===== src/rtl/rv32i_load_pkg.sv =====
// rtl/rv32i_load_pkg.sv - shared load-type codes, FSM encoding and fault check for the load unit
package rv32i_load_pkg;

   localparam logic [2:0] LB  = 3'b000;
   localparam logic [2:0] LH  = 3'b001;
   localparam logic [2:0] LW  = 3'b010;
   localparam logic [2:0] LBU = 3'b100;
   localparam logic [2:0] LHU = 3'b101;

   typedef enum logic [1:0] {
      IDLE = 2'd0,
      REQ  = 2'd1,
      WB   = 2'd2,
      ERR  = 2'd3
   } load_state_t;

   // True when the load cannot be issued: reserved funct3 or an address the
   // access size cannot reach within one aligned word.
   function automatic logic load_fault(input logic [2:0] f3, input logic [1:0] off);
      logic fault;
      fault = 1'b0;
      case (f3)
         LB, LBU:  fault = 1'b0;
         LH, LHU:  fault = off[0];
         LW:       fault = (off != 2'b00);
         default:  fault = 1'b1;
      endcase
      return fault;
   endfunction

endpackage


===== src/rtl/load_extend.sv =====
// rtl/load_extend.sv - lane select and sign/zero extension of a loaded memory word
module load_extend
   import rv32i_load_pkg::*;
(
   input  logic [31:0] rdata,
   input  logic [2:0]  funct3,
   input  logic [1:0]  offset,
   output logic [31:0] result
);

   logic [7:0]  byte_lane;
   logic [15:0] half_lane;

   // Pick the addressed byte and halfword, then extend according to the load type.
   always_comb begin
      byte_lane = rdata[7:0];
      half_lane = offset[1] ? rdata[31:16] : rdata[15:0];
      result    = rdata;
      case (offset)
         2'd0:    byte_lane = rdata[7:0];
         2'd1:    byte_lane = rdata[15:8];
         2'd2:    byte_lane = rdata[23:16];
         default: byte_lane = rdata[31:24];
      endcase
      case (funct3)
         LB:      result = {{24{byte_lane[7]}}, byte_lane};
         LBU:     result = {24'h000000, byte_lane};
         LH:      result = {{16{half_lane[15]}}, half_lane};
         LHU:     result = {16'h0000, half_lane};
         default: result = rdata;
      endcase
   end

endmodule


===== src/rtl/load_unit.sv =====
// rtl/load_unit.sv - RV32I load unit: address, memory handshake, extension, writeback (optional LOAD_TIMEOUT_EN)
module load_unit
   import rv32i_load_pkg::*;
#(
   parameter int TIMEOUT_CYCLES = 16
)(
   input  logic        clk,
   input  logic        reset,
   input  logic        start,
   input  logic [2:0]  funct3,
   input  logic [31:0] base,
   input  logic [11:0] imm,
   output logic        mem_req,
   output logic [31:0] mem_addr,
   input  logic        mem_ack,
   input  logic [31:0] mem_rdata,
   output logic [31:0] rd_data,
   output logic        rd_we,
   output logic        busy,
   output logic        err
);

   load_state_t state, state_next;
   logic [31:0] ea;
   logic [2:0]  lat_funct3;
   logic [1:0]  lat_off;
   logic [31:0] ext_result;
   logic        accept;

   assign ea     = base + {{20{imm[11]}}, imm};
   assign accept = (state == IDLE) && start && !load_fault(funct3, ea[1:0]);

   load_extend u_extend (
      .rdata  (mem_rdata),
      .funct3 (lat_funct3),
      .offset (lat_off),
      .result (ext_result)
   );

`ifdef LOAD_TIMEOUT_EN
   logic [7:0] tmo_count;
   logic       tmo_hit;

   assign tmo_hit = (tmo_count == 8'(TIMEOUT_CYCLES - 1));

   // Count REQ cycles that pass without an acknowledge; restart on every new request.
   always_ff @(posedge clk or posedge reset) begin
      if (reset)
         tmo_count <= 8'd0;
      else if (state != REQ)
         tmo_count <= 8'd0;
      else if (!mem_ack)
         tmo_count <= tmo_count + 8'd1;
   end
`else
   logic tmo_hit;
   assign tmo_hit = 1'b0;
`endif

   // State register; reset forces IDLE so mem_req falls without waiting for a clock.
   always_ff @(posedge clk or posedge reset) begin
      if (reset)
         state <= IDLE;
      else
         state <= state_next;
   end

   // Next-state selection and state-decoded outputs.
   always_comb begin
      state_next = state;
      mem_req    = 1'b0;
      rd_we      = 1'b0;
      err        = 1'b0;
      busy       = 1'b1;
      case (state)
         IDLE: begin
            busy = 1'b0;
            if (start)
               state_next = load_fault(funct3, ea[1:0]) ? ERR : REQ;
         end
         REQ: begin
            mem_req = 1'b1;
            if (mem_ack)
               state_next = WB;
            else if (tmo_hit)
               state_next = ERR;
         end
         WB: begin
            rd_we      = 1'b1;
            state_next = IDLE;
         end
         default: begin
            err        = 1'b1;
            state_next = IDLE;
         end
      endcase
   end

   // Capture the request on acceptance and the extended result on acknowledge.
   always_ff @(posedge clk or posedge reset) begin
      if (reset) begin
         mem_addr   <= 32'd0;
         lat_funct3 <= 3'd0;
         lat_off    <= 2'd0;
         rd_data    <= 32'd0;
      end else begin
         if (accept) begin
            mem_addr   <= {ea[31:2], 2'b00};
            lat_funct3 <= funct3;
            lat_off    <= ea[1:0];
         end
         if ((state == REQ) && mem_ack)
            rd_data <= ext_result;
      end
   end

endmodule


===== config.mk =====
export PLATFORM = sky130hd
export DESIGN_NAME = load_unit
export DESIGN_NICKNAME = d
export VERILOG_FILES = /design/src/rtl/rv32i_load_pkg.sv /design/src/rtl/load_extend.sv /design/src/rtl/load_unit.sv
export SDC_FILE = /design/constraint.sdc
export NUM_CORES = 1
export LEC_CHECK = 0
export CORE_MARGIN = 2
export CORE_UTILIZATION = 51
export CTS_CLUSTER_SIZE = 24
export DETAILED_ROUTE_END_ITERATION = 6
export PLACE_DENSITY = 0.92
export SYNTH_ARGS = -nofsm -noshare
export SYNTH_HDL_FRONTEND = slang
export SYNTH_SLANG_ARGS = --single-unit
export TNS_END_PERCENT = 1

===== constraint.sdc =====
create_clock -name clk -period 5.6 [get_ports clk]
set_clock_uncertainty 0.2 [all_clocks]
set_input_delay 0.84 -clock clk [delete_from_list [all_inputs] [get_ports clk]]
set_output_delay 0.84 -clock clk [all_outputs]
set_load 0.02 [all_outputs]

==> results.json, run 1 <==
{
  "status": "finished, final reports clean",
  "ys.warnings.count": 0,
  "synth_seq_area_share": 0.355,
  "ir_drop_mv": 0.238,
  "hold_buffers": 0,
  "drt-total-wl_um": 14900,
  "rows": 35,
  "fillers": 769,
  "reg2reg_depth": 5,
  "synthSimpleGateAreaFrac": 0.185,
  "grt_antenna_before_repair": 0,
  "ys_ff_latch": 69,
  "hold_path.class": "flip-flop to flip-flop",
  "crit_end": "mem_addr[31]$_DFFE_PP0P_",
  "syn_inst": 579,
  "drv_cap": 0,
  "power_uw": 3020,
  "cts_setup_buffers": 0,
  "place.gp.congestion": 0.940,
  "antenna_cells": 0,
  "rsz0062_at_grt": "no",
  "synthAdderAreaFrac": 0.0839,
  "r2r_start": "lat_off[1]$_DFFE_PP0P_",
  "coreArea_mm2": 0.00924,
  "relSlewSlack": 0.252,
  "port_buffers": 148,
  "cp_max_fo": 43,
  "rr_endpoint": "rd_data[20]$_DFFE_PP0P_",
  "ys_types": 67,
  "yosysTopAreaCell": "dfrtp_1",
  "cp_data_arrival_time_ns": 4.03,
  "synth_xor_area_frac": 0.0450,
  "syn_to_final_growth_pct": 35.7,
  "criticalPathCategory": "primary input to flip-flop",
  "clk_pin_slew_ns": 0.09,
  "wl_per_cell_um": 17.6,
  "synth_edf_count": 0,
  "dr.first_iter.drc_count": 203,
  "overflow": 0,
  "async_flop_share": 1.00,
  "layout-drive-gt1-share": 0.0518,
  "fin_setup_tns_ns": 0,
  "vias_per_cell": 5.90,
  "cts_buffer_depth": 2,
  "multiInputGateArea_mm2": 0.00296,
  "cts_htree_levels": 3,
  "power_density_mw_per_mm2": 457,
  "vias": 4973,
  "grt_pass1_vias": 4876,
  "synthMuxAreaShare": 0.0113,
  "yosysTopAreaCellShare": 0.355,
  "remaining_drc_errors": 0,
  "rrSetupSlack_ns": 2.44,
  "ctsResizeCount": 0,
  "critPathRequiredTime_ns": 5.65,
  "syn_avg_cell_area_um2": 8.40,
  "start_util": 0.526,
  "die-width_um": 102,
  "leakage_uw": 0.00281,
  "grt_max_degree": 70,
  "ys.flop_type": "dfrtp_1",
  "io_pins": 151,
  "regArea_mm2": 0.00173,
  "die_h_um": 102,
  "synth_common_cells": "100 x nand2_1, 69 x dfrtp_1, 57 x a21oi_1",
  "die_area_mm2": 0.0103,
  "min_period_ns": 3.97,
  "tightestPinTransition_ns": 1.12,
  "ant_nets": 0,
  "maxSlewViolCount": 0,
  "postPlaceCellArea_mm2": 0.00638,
  "place_hpwl_um": 11300,
  "final_area_mm2": 0.00660,
  "grt_usage": 0.288,
  "netlist_area_mm2": 0.00486,
  "hold_viol_final": 0,
  "synthTopCellsByArea": "dfrtp_1 36%, ha_1 8.0%, nand2_1 7.7%",
  "fin_nets": 824,
  "firstDrtPassIters": 5,
  "period_share": 0.710,
  "final-setup-viol-count": 0,
  "clock-root-buffer": "clkbuf_8",
  "cts_inserted_buffers": 9,
  "synth-compound-area-share": 0.280,
  "start_kind": "primary input",
  "synth.most_common_cell": "nand2_1",
  "fmax_mhz": 252,
  "cts_tree": "done",
  "grt_first_pass_wirelength_um": 23400,
  "cts.sinks": 69,
  "crit_path_end_kind": "flip-flop",
  "clk_latency_ns": 0.36,
  "synth_top_family_by_area": "compound AO/OA/AOI/OAI gates",
  "crit_start": "base[0]"
}
worst max-delay path, stage by stage:
cell and delay [ns]:
clkdlybuf4s50_1 0.46, ha_1 0.21, fa_1 0.48, o31a_1 0.32, o22ai_1 0.22, nand3_2 0.62, or4_1 0.73, o2111ai_1 0.13
metrics by stage:
step	utilization	instances	setup slack [ns]	hold WS (ns)
detailed placement	0.690	827	1.26	0.264
global route	0.714	843	1.44	0.308
global placement	0.690	827	1.42	0.258
finish	0.714	843	1.63	0.283
CTS	0.714	843	1.64	0.286
floorplan	-	580	2.49	0.266
how the worst min path moves through the flow:
stage                             from                      end  slack [ns]  cells after the start
3_3_place_gp    rd_data[6]$_DFFE_PP0P_   rd_data[6]$_DFFE_PP0P_        0.26                      2
4_1_cts         rd_data[6]$_DFFE_PP0P_   rd_data[6]$_DFFE_PP0P_        0.29                      2
2_1_floorplan     state[1]$_DFFE_PP0P_     state[0]$_DFFE_PP0P_        0.27                      1
5_1_grt        mem_addr[4]$_DFFE_PP0P_  mem_addr[4]$_DFFE_PP0P_        0.31                      2
3_5_place_dp    rd_data[6]$_DFFE_PP0P_   rd_data[6]$_DFFE_PP0P_        0.26                      2
6_report        rd_data[6]$_DFFE_PP0P_   rd_data[6]$_DFFE_PP0P_        0.28                      2
cell families after synthesis:
logic type / Yosys count
other: 1
flip-flops: 69
XOR/XNOR: 25
AO/OA/AOI/OAI: 206
multiplexers: 4
AND/OR/NAND/NOR: 201
adder cells (fa/ha/maj): 32
buffers and inverters: 41
sequential cells by signal (all words and copies together) (netlist names):
signal and flops:
lat_funct3 3, lat_off 2, mem_addr 30, rd_data 32, state 2
power by group:
group	total, µW	switching (µW)	internal (µW)
combinational	1590	858	732
clock	476	223	253
sequential	949	215	734
per-layer routing:
metal	vias to the layer above	part of all wire	GRT usage
met5	-	0	0
met2	212	0.49	0.492
met4	0	0.029	0.123
li1	2363	-	-
met3	40	0.070	0.0476
met1	2358	0.41	0.362
final cells by class:
type / instances / share of cell area
Tap cell: 129 / 0.0245
Clock buffer: 9 / 0.0188
Inverter: 9 / 0.00512
Multi-Input combinational cell: 470 / 0.448
Clock inverter: 7 / 0.0150
Timing Repair Buffer: 150 / 0.227
Sequential cell: 69 / 0.262
placed cells by master (no fill, tap or decap), types with 3 or more instances in the layout:
cell and n:
clkdlybuf4s50_1 148, nand2_1 100, dfrtp_1 69, a21oi_1 57, o21ai_0 49, nor2_1 42
ha_1 31, a21o_1 18, xor2_1 13, nor2b_1 12, xnor2_1 12, o211ai_1 11
nand4_1 10, nand3_1 9, clkbuf_8 9, o21a_1 8, inv_1 8, a211oi_1 8
a221oi_1 6, o22ai_1 5, o31ai_1 5, nand2b_1 5, or4_1 4, and3_1 4
o31a_1 3, and2_1 3, a41oi_1 3, nor3_1 3
No activity file was read; power rests on OpenSTA's default activity.
==> run 2: changes to the inputs <==
--- a/config.mk
+++ b/config.mk
@@ -6,10 +6,10 @@
 export NUM_CORES = 1
 export LEC_CHECK = 0
 export CORE_MARGIN = 2
-export CORE_UTILIZATION = 51
+export CORE_UTILIZATION = 43
 export CTS_CLUSTER_SIZE = 24
 export DETAILED_ROUTE_END_ITERATION = 6
-export PLACE_DENSITY = 0.92
+export PLACE_DENSITY = 0.84
 export SYNTH_ARGS = -nofsm -noshare
 export SYNTH_HDL_FRONTEND = slang
 export SYNTH_SLANG_ARGS = --single-unit
==> constraint.sdc (replaced) <==
create_clock -name clk -period 3.57 [get_ports clk]
set_clock_uncertainty 0.2 [all_clocks]
set_input_delay 0.5355 -clock clk [delete_from_list [all_inputs] [get_ports clk]]
set_output_delay 0.5355 -clock clk [all_outputs]
set_load 0.02 [all_outputs]
==> run 2 against run 1 <==
Compared with the run above:
- non-clock buffer count increased by 10
- core utilization down 9.2 points
- setup slack worse by 1.2 ns
- global-route usage fell by 5.1 points
- critical path depth unchanged
- combinational power up 61%
- worst hold slack gained 0.0035 ns
- via count increased by 0.46%
==> results.json, run 2 (same netlist as run 1, synthesis figures left out) <==
{
  "port_buffers": 148,
  "die_h_um": 110,
  "placed_cells": 848,
  "vias": 4996,
  "ir_drop_mv": 0.478,
  "io_pins": 151,
  "grt_antenna_before_repair": 0,
  "min_period_ns": 3.13,
  "met2_wirelength_um": 7220,
  "cp_slowest_cell": "or4_1",
  "largest_register_ffs": 32,
  "hold_viol_final": 0,
  "cp_cell_sequence": "clkdlybuf4s50_1 > ha_1 > fa_1 > o31a_1 > o22ai_1 > nand3_2 > or4_1 > o2111ai_1",
  "period_share": 0.876,
  "critPathRequiredTime_ns": 3.60,
  "tightestPinTransition_ns": 0.950,
  "drt-met1-wl_um": 5750,
  "coreArea_mm2": 0.0109,
  "drt-total-wl_um": 14700,
  "cts_setup_buffers": 0,
  "overflow": 0,
  "clk_latency_ns": 0.32,
  "wl_met3_um": 1210,
  "grt_usage": 0.238,
  "reg2reg_depth": 6,
  "crit_buf_inv": 1,
  "crit_path_end_kind": "flip-flop",
  "cts_htree_levels": 3,
  "status": "finished, final reports clean",
  "grt_max_degree": 42,
  "stdcell_count": 864,
  "grt_pass1_vias": 4823,
  "layout_common_cells": "148 x clkdlybuf4s50_1, 100 x nand2_1, 69 x dfrtp_1, 57 x a21oi_1, 49 x o21ai_0",
  "cp_data_arrival_time_ns": 3.16,
  "rr_endpoint": "rd_data[28]$_DFFE_PP0P_",
  "p_int_uw": 2940,
  "fin_setup_tns_ns": 0,
  "maxSlewViolCount": 0,
  "cp_max_fo": 9,
  "layout-drive-gt1-share": 0.0649,
  "worstHoldStart": "rd_data[7]$_DFFE_PP0P_",
  "final_area_mm2": 0.00680,
  "cts_inserted_buffers": 9,
  "leakage_uw": 0.00291,
  "place.gp.congestion": 0.920,
  "rrSetupSlack_ns": 1.02,
  "rsz0062_at_grt": "no",
  "criticalPathCategory": "primary input to flip-flop",
  "power_frac_seq": 0.289,
  "p_clk_frac": 0.195,
  "firstDrtPassIters": 5,
  "r2r_start": "lat_off[1]$_DFFE_PP0P_",
  "fmax_mhz": 320,
  "fin_nets": 834,
  "start_kind": "primary input",
  "vias_per_cell": 5.78,
  "whs_path_depth": 1,
  "die_area_mm2": 0.0122,
  "crit_cells": 8,
  "comb_power_share": 0.515,
  "dr.first_iter.drc_count": 333,
  "start_util": 0.445,
  "mostFrequentLayoutCell": "clkdlybuf4s50_1",
  "routed.top_layer": "met4",
  "clk_pin_slew_ns": 0.06,
  "reg_top3": "rd_data x32, mem_addr x30, lat_funct3 x3",
  "min_to": "rd_data[7]$_DFFE_PP0P_",
  "p_sw_uw": 2030,
  "wl_per_cell_um": 17.0,
  "remaining_drc_errors": 0,
  "critPathTopFamily": "simple AND/OR/NAND/NOR gates",
  "final-setup-viol-count": 0,
  "die-width_um": 110,
  "grt_first_pass_wirelength_um": 22600,
  "hold_buffers": 0,
  "power_density_mw_per_mm2": 732,
  "syn_to_final_growth_pct": 39.9,
  "cts_tree": "done",
  "ant_nets": 0,
  "cts.sinks": 69,
  "hold_path.class": "flip-flop to flip-flop",
  "regMostFlops": "rd_data",
  "swShare": 0.409,
  "place_hpwl_um": 11300,
  "rows": 38,
  "cts_buffer_depth": 2,
  "clock-root-buffer": "clkbuf_16",
  "postPlaceCellArea_mm2": 0.00648,
  "drv_cap": 0,
  "relSlewSlack": 0.365,
  "cpPeakStageDelay_ns": 0.57,
  "ctsResizeCount": 0,
  "whs_ns": 0.287,
  "antenna_cells": 0
}
[run 2: power groups by stage]
stage	Combinational, µW	Sequential, µW	Clock (µW)
detailed placement	2560	1450	0
floorplan	1100	1770	0
global placement	2490	1430	0
CTS	2570	1440	995
finish	2560	1440	973
global route	2780	1480	1030
[run 2: cell type report]
| class | instances | area (µm²) |
|---|---|---|
| inverters | 9 | 33.8 |
| clock inverters | 7 | 98.8 |
| multi-input cells | 470 | 2960 |
| fillers | 950 | 4130 |
| clock buffers | 9 | 225 |
| repair buffers | 160 | 1580 |
| flip-flops and latches | 69 | 1730 |
| well taps | 140 | 175 |
[run 2: through the flow]
| step | worst slack, ns | util | power (µW) |
|---|---|---|---|
| after CTS | 0.433 | 0.622 | 5000 |
| final | 0.443 | 0.622 | 4980 |
| after global placement | 0.167 | 0.592 | 3920 |
| after detailed placement | 0.117 | 0.592 | 4000 |
| after global routing | 0.313 | 0.622 | 5290 |
| after floorplan | 0.764 | - | 2870 |
[run 2: worst max-delay path by stage]
stage	from	endpoint	slack, ns
6_report	base[0]	mem_addr[31]$_DFFE_PP0P_	0.44
4_1_cts	base[0]	mem_addr[31]$_DFFE_PP0P_	0.43
5_1_grt	base[0]	mem_addr[31]$_DFFE_PP0P_	0.31
3_5_place_dp	base[0]	mem_addr[31]$_DFFE_PP0P_	0.12
3_3_place_gp	base[0]	mem_addr[31]$_DFFE_PP0P_	0.17
2_1_floorplan	base[0]	mem_addr[22]$_DFFE_PP0P_	0.76
[run 2: metal layers]
layer,vias up,global-route usage
met1,2332,0.281
met3,37,0.0417
met4,0,0.106
met2,244,0.421
li1,2383,-
met5,-,0
[run 2: worst register-to-register path, delay by kind of cell, from the launching register on]
family	cells	cell delay, ns
buffers and inverters	1	0.25
flip-flops	1	0.81
multiplexers	1	0.59
AO/OA/AOI/OAI	2	0.34
AND/OR/NAND/NOR	2	0.25
==> run 3: changes to the inputs <==
--- a/config.mk
+++ b/config.mk
@@ -5,7 +5,6 @@
 export SDC_FILE = /design/constraint.sdc
 export NUM_CORES = 1
 export LEC_CHECK = 0
-export CORE_MARGIN = 2
 export CORE_UTILIZATION = 43
 export CTS_CLUSTER_SIZE = 24
 export DETAILED_ROUTE_END_ITERATION = 6
==> run 3 against run 2 <==
Compared with the run above:
- via count increased by 0.32%
- sequential power about the same
- final area decreased by 0.72%
- sequential share of layout area increased by 0.18 points
- final cell count unchanged
- worst hold slack got worse by 0.0015 ns
- register-to-register slack got worse by 0.04 ns
- core utilization decreased by 0.45 points
- clock power decreased by 14%
- power decreased by 3.0%
- global-route usage increased by 1.3 points
- critical path depth increased by 2
- largest power group unchanged
- highest routed layer unchanged
==> results.json, run 3 (same netlist as run 1, synthesis figures left out) <==
{
  "grt_first_pass_wirelength_um": 23000,
  "fin_nets": 834,
  "wl_per_cell_um": 16.9,
  "overflow": 0,
  "io_pins": 151,
  "cp_slowest_cell": "or4_1",
  "cts_buffer_depth": 2,
  "cts_setup_buffers": 0,
  "mostFrequentLayoutCell": "clkdlybuf4s50_1",
  "power_density_mw_per_mm2": 715,
  "place_hpwl_um": 11200,
  "leakage_uw": 0.00289,
  "ir_drop_mv": 0.386,
  "remaining_drc_errors": 0,
  "clk_latency_ns": 0.33,
  "criticalPathCategory": "primary input to flip-flop",
  "place.gp.congestion": 0.937,
  "grt_pass1_vias": 4843,
  "rows": 38,
  "cts_tree": "done",
  "vias": 5012,
  "ctsResizeCount": 0,
  "syn_to_final_growth_pct": 38.9,
  "hold_buffers": 0,
  "antenna_cells": 0,
  "min_period_ns": 3.11,
  "dr.first_iter.drc_count": 294,
  "regMostFlops": "rd_data",
  "start_util": 0.445,
  "regArea_mm2": 0.00173,
  "cp_data_arrival_time_ns": 3.16,
  "drv_cap": 0,
  "status": "finished, final reports clean",
  "drt-total-wl_um": 14600,
  "grt_antenna_before_repair": 0,
  "die_h_um": 108,
  "reg_top3": "rd_data x32, mem_addr x30, lat_funct3 x3",
  "hold_viol_final": 0,
  "final-setup-viol-count": 0,
  "routed.top_layer": "met4",
  "maxSlewViolCount": 0,
  "die-width_um": 108,
  "cts_htree_levels": 3,
  "cp_cell_sequence": "clkdlybuf4s50_1 > buf_4 > ha_1 > nand2_1 > o21ba_2 > o22ai_1 > nor2_1 > a32o_1 > or4_1 > o2111ai_1",
  "drt-met1-wl_um": 5890,
  "wl_met3_um": 1070,
  "grt_usage": 0.251,
  "multiInputGateArea_mm2": 0.00296,
  "relSlewSlack": 0.365,
  "hold_path.class": "flip-flop to flip-flop",
  "largest_register_ffs": 32,
  "fin_setup_tns_ns": 0,
  "port_buffers": 148,
  "critPathTopFamily": "compound AO/OA/AOI/OAI gates",
  "met2_wirelength_um": 7120,
  "crit_buf_inv": 2,
  "firstDrtPassIters": 6,
  "start_kind": "primary input",
  "coreArea_mm2": 0.0109,
  "clock-root-buffer": "clkbuf_16",
  "tightestPinTransition_ns": 0.951,
  "fillers": 948,
  "layout_common_cells": "148 x clkdlybuf4s50_1, 100 x nand2_1, 69 x dfrtp_1, 57 x a21oi_1, 49 x o21ai_0",
  "power_uw": 4830,
  "critPathRequiredTime_ns": 3.62,
  "fmax_mhz": 321,
  "cp_max_fo": 16,
  "rsz0062_at_grt": "no",
  "cpPeakStageDelay_ns": 0.48,
  "ant_nets": 0,
  "clk_pin_slew_ns": 0.06,
  "vias_per_cell": 5.80,
  "period_share": 0.872,
  "layout-drive-gt1-share": 0.0649,
  "cts.sinks": 69,
  "cts_inserted_buffers": 9,
  "crit_path_end_kind": "flip-flop",
  "grt_max_degree": 44,
  "die_area_mm2": 0.0117
}
==> run 3: changes by cell type in the layout (fill, tap and decap cells not counted), sizes merged <==
| cell | change |
|---|---|
| bufinv | -2 |
| clkinvlp | +2 |
| clkinv | -1 |
| inv | +1 |
==> run 3: worst paths after layout <==
check	startpoint	endpoint	slack, ns	cells past startpoint
worst min-delay path	rd_data[6]$_DFFE_PP0P_	rd_data[6]$_DFFE_PP0P_	0.29	2
worst min register to register	rd_data[6]$_DFFE_PP0P_	rd_data[6]$_DFFE_PP0P_	0.29	2
worst max register to register	lat_off[1]$_DFFE_PP0P_	rd_data[22]$_DFFE_PP0P_	0.98	6
worst max-delay path	imm[11]	mem_addr[31]$_DFFE_PP0P_	0.46	10
min in group asynchronous	reset	mem_addr[3]$_DFFE_PP0P_	0.44	2
max in group asynchronous	reset	rd_data[24]$_DFFE_PP0P_	2.09	3
==> run 3: area by class of cell <==
class                           instances  area share
Inverter                                9     0.00500
Multi-Input combinational cell        470       0.438
Clock inverter                          7     0.00741
Sequential cell                        69       0.256
Clock buffer                            9      0.0334
Tap cell                              140      0.0259
Timing Repair Buffer                  160       0.235
==> run 3: power by group <==
| part | leakage, µW | switching [µW] | total, µW | internal (µW) |
|---|---|---|---|---|
| registers | 0.000837 | 297 | 1450 | 1160 |
| clock network | 0.000128 | 361 | 833 | 472 |
| logic | 0.00192 | 1370 | 2540 | 1170 |
==> run 3: worst min-delay path: stages, from the launching register on <==
cell and delay, ns:
dfrtp_1 0.34, nand2_1 0.05, nand2_1 0.06
==> run 3: stage by stage <==
step            util  instance area [µm²]  hold WS, ns  worst slack (ns)  instances
3_5_place_dp   0.592                 6480        0.268             0.131        848
5_1_grt        0.618                 6750        0.306             0.311        864
2_1_floorplan      -                 4870        0.266             0.764        580
3_3_place_gp   0.592                 6480        0.261             0.172        848
4_1_cts        0.618                 6750        0.282             0.472        864
6_report       0.618                 6750        0.285             0.457        864
==> run 3: metal layers <==
| layer | vias up | track usage |
|---|---|---|
| li1 | 2390 | - |
| met1 | 2338 | 0.296 |
| met2 | 247 | 0.442 |
| met3 | 37 | 0.0482 |
| met4 | 0 | 0.111 |
| met5 | - | 0 |
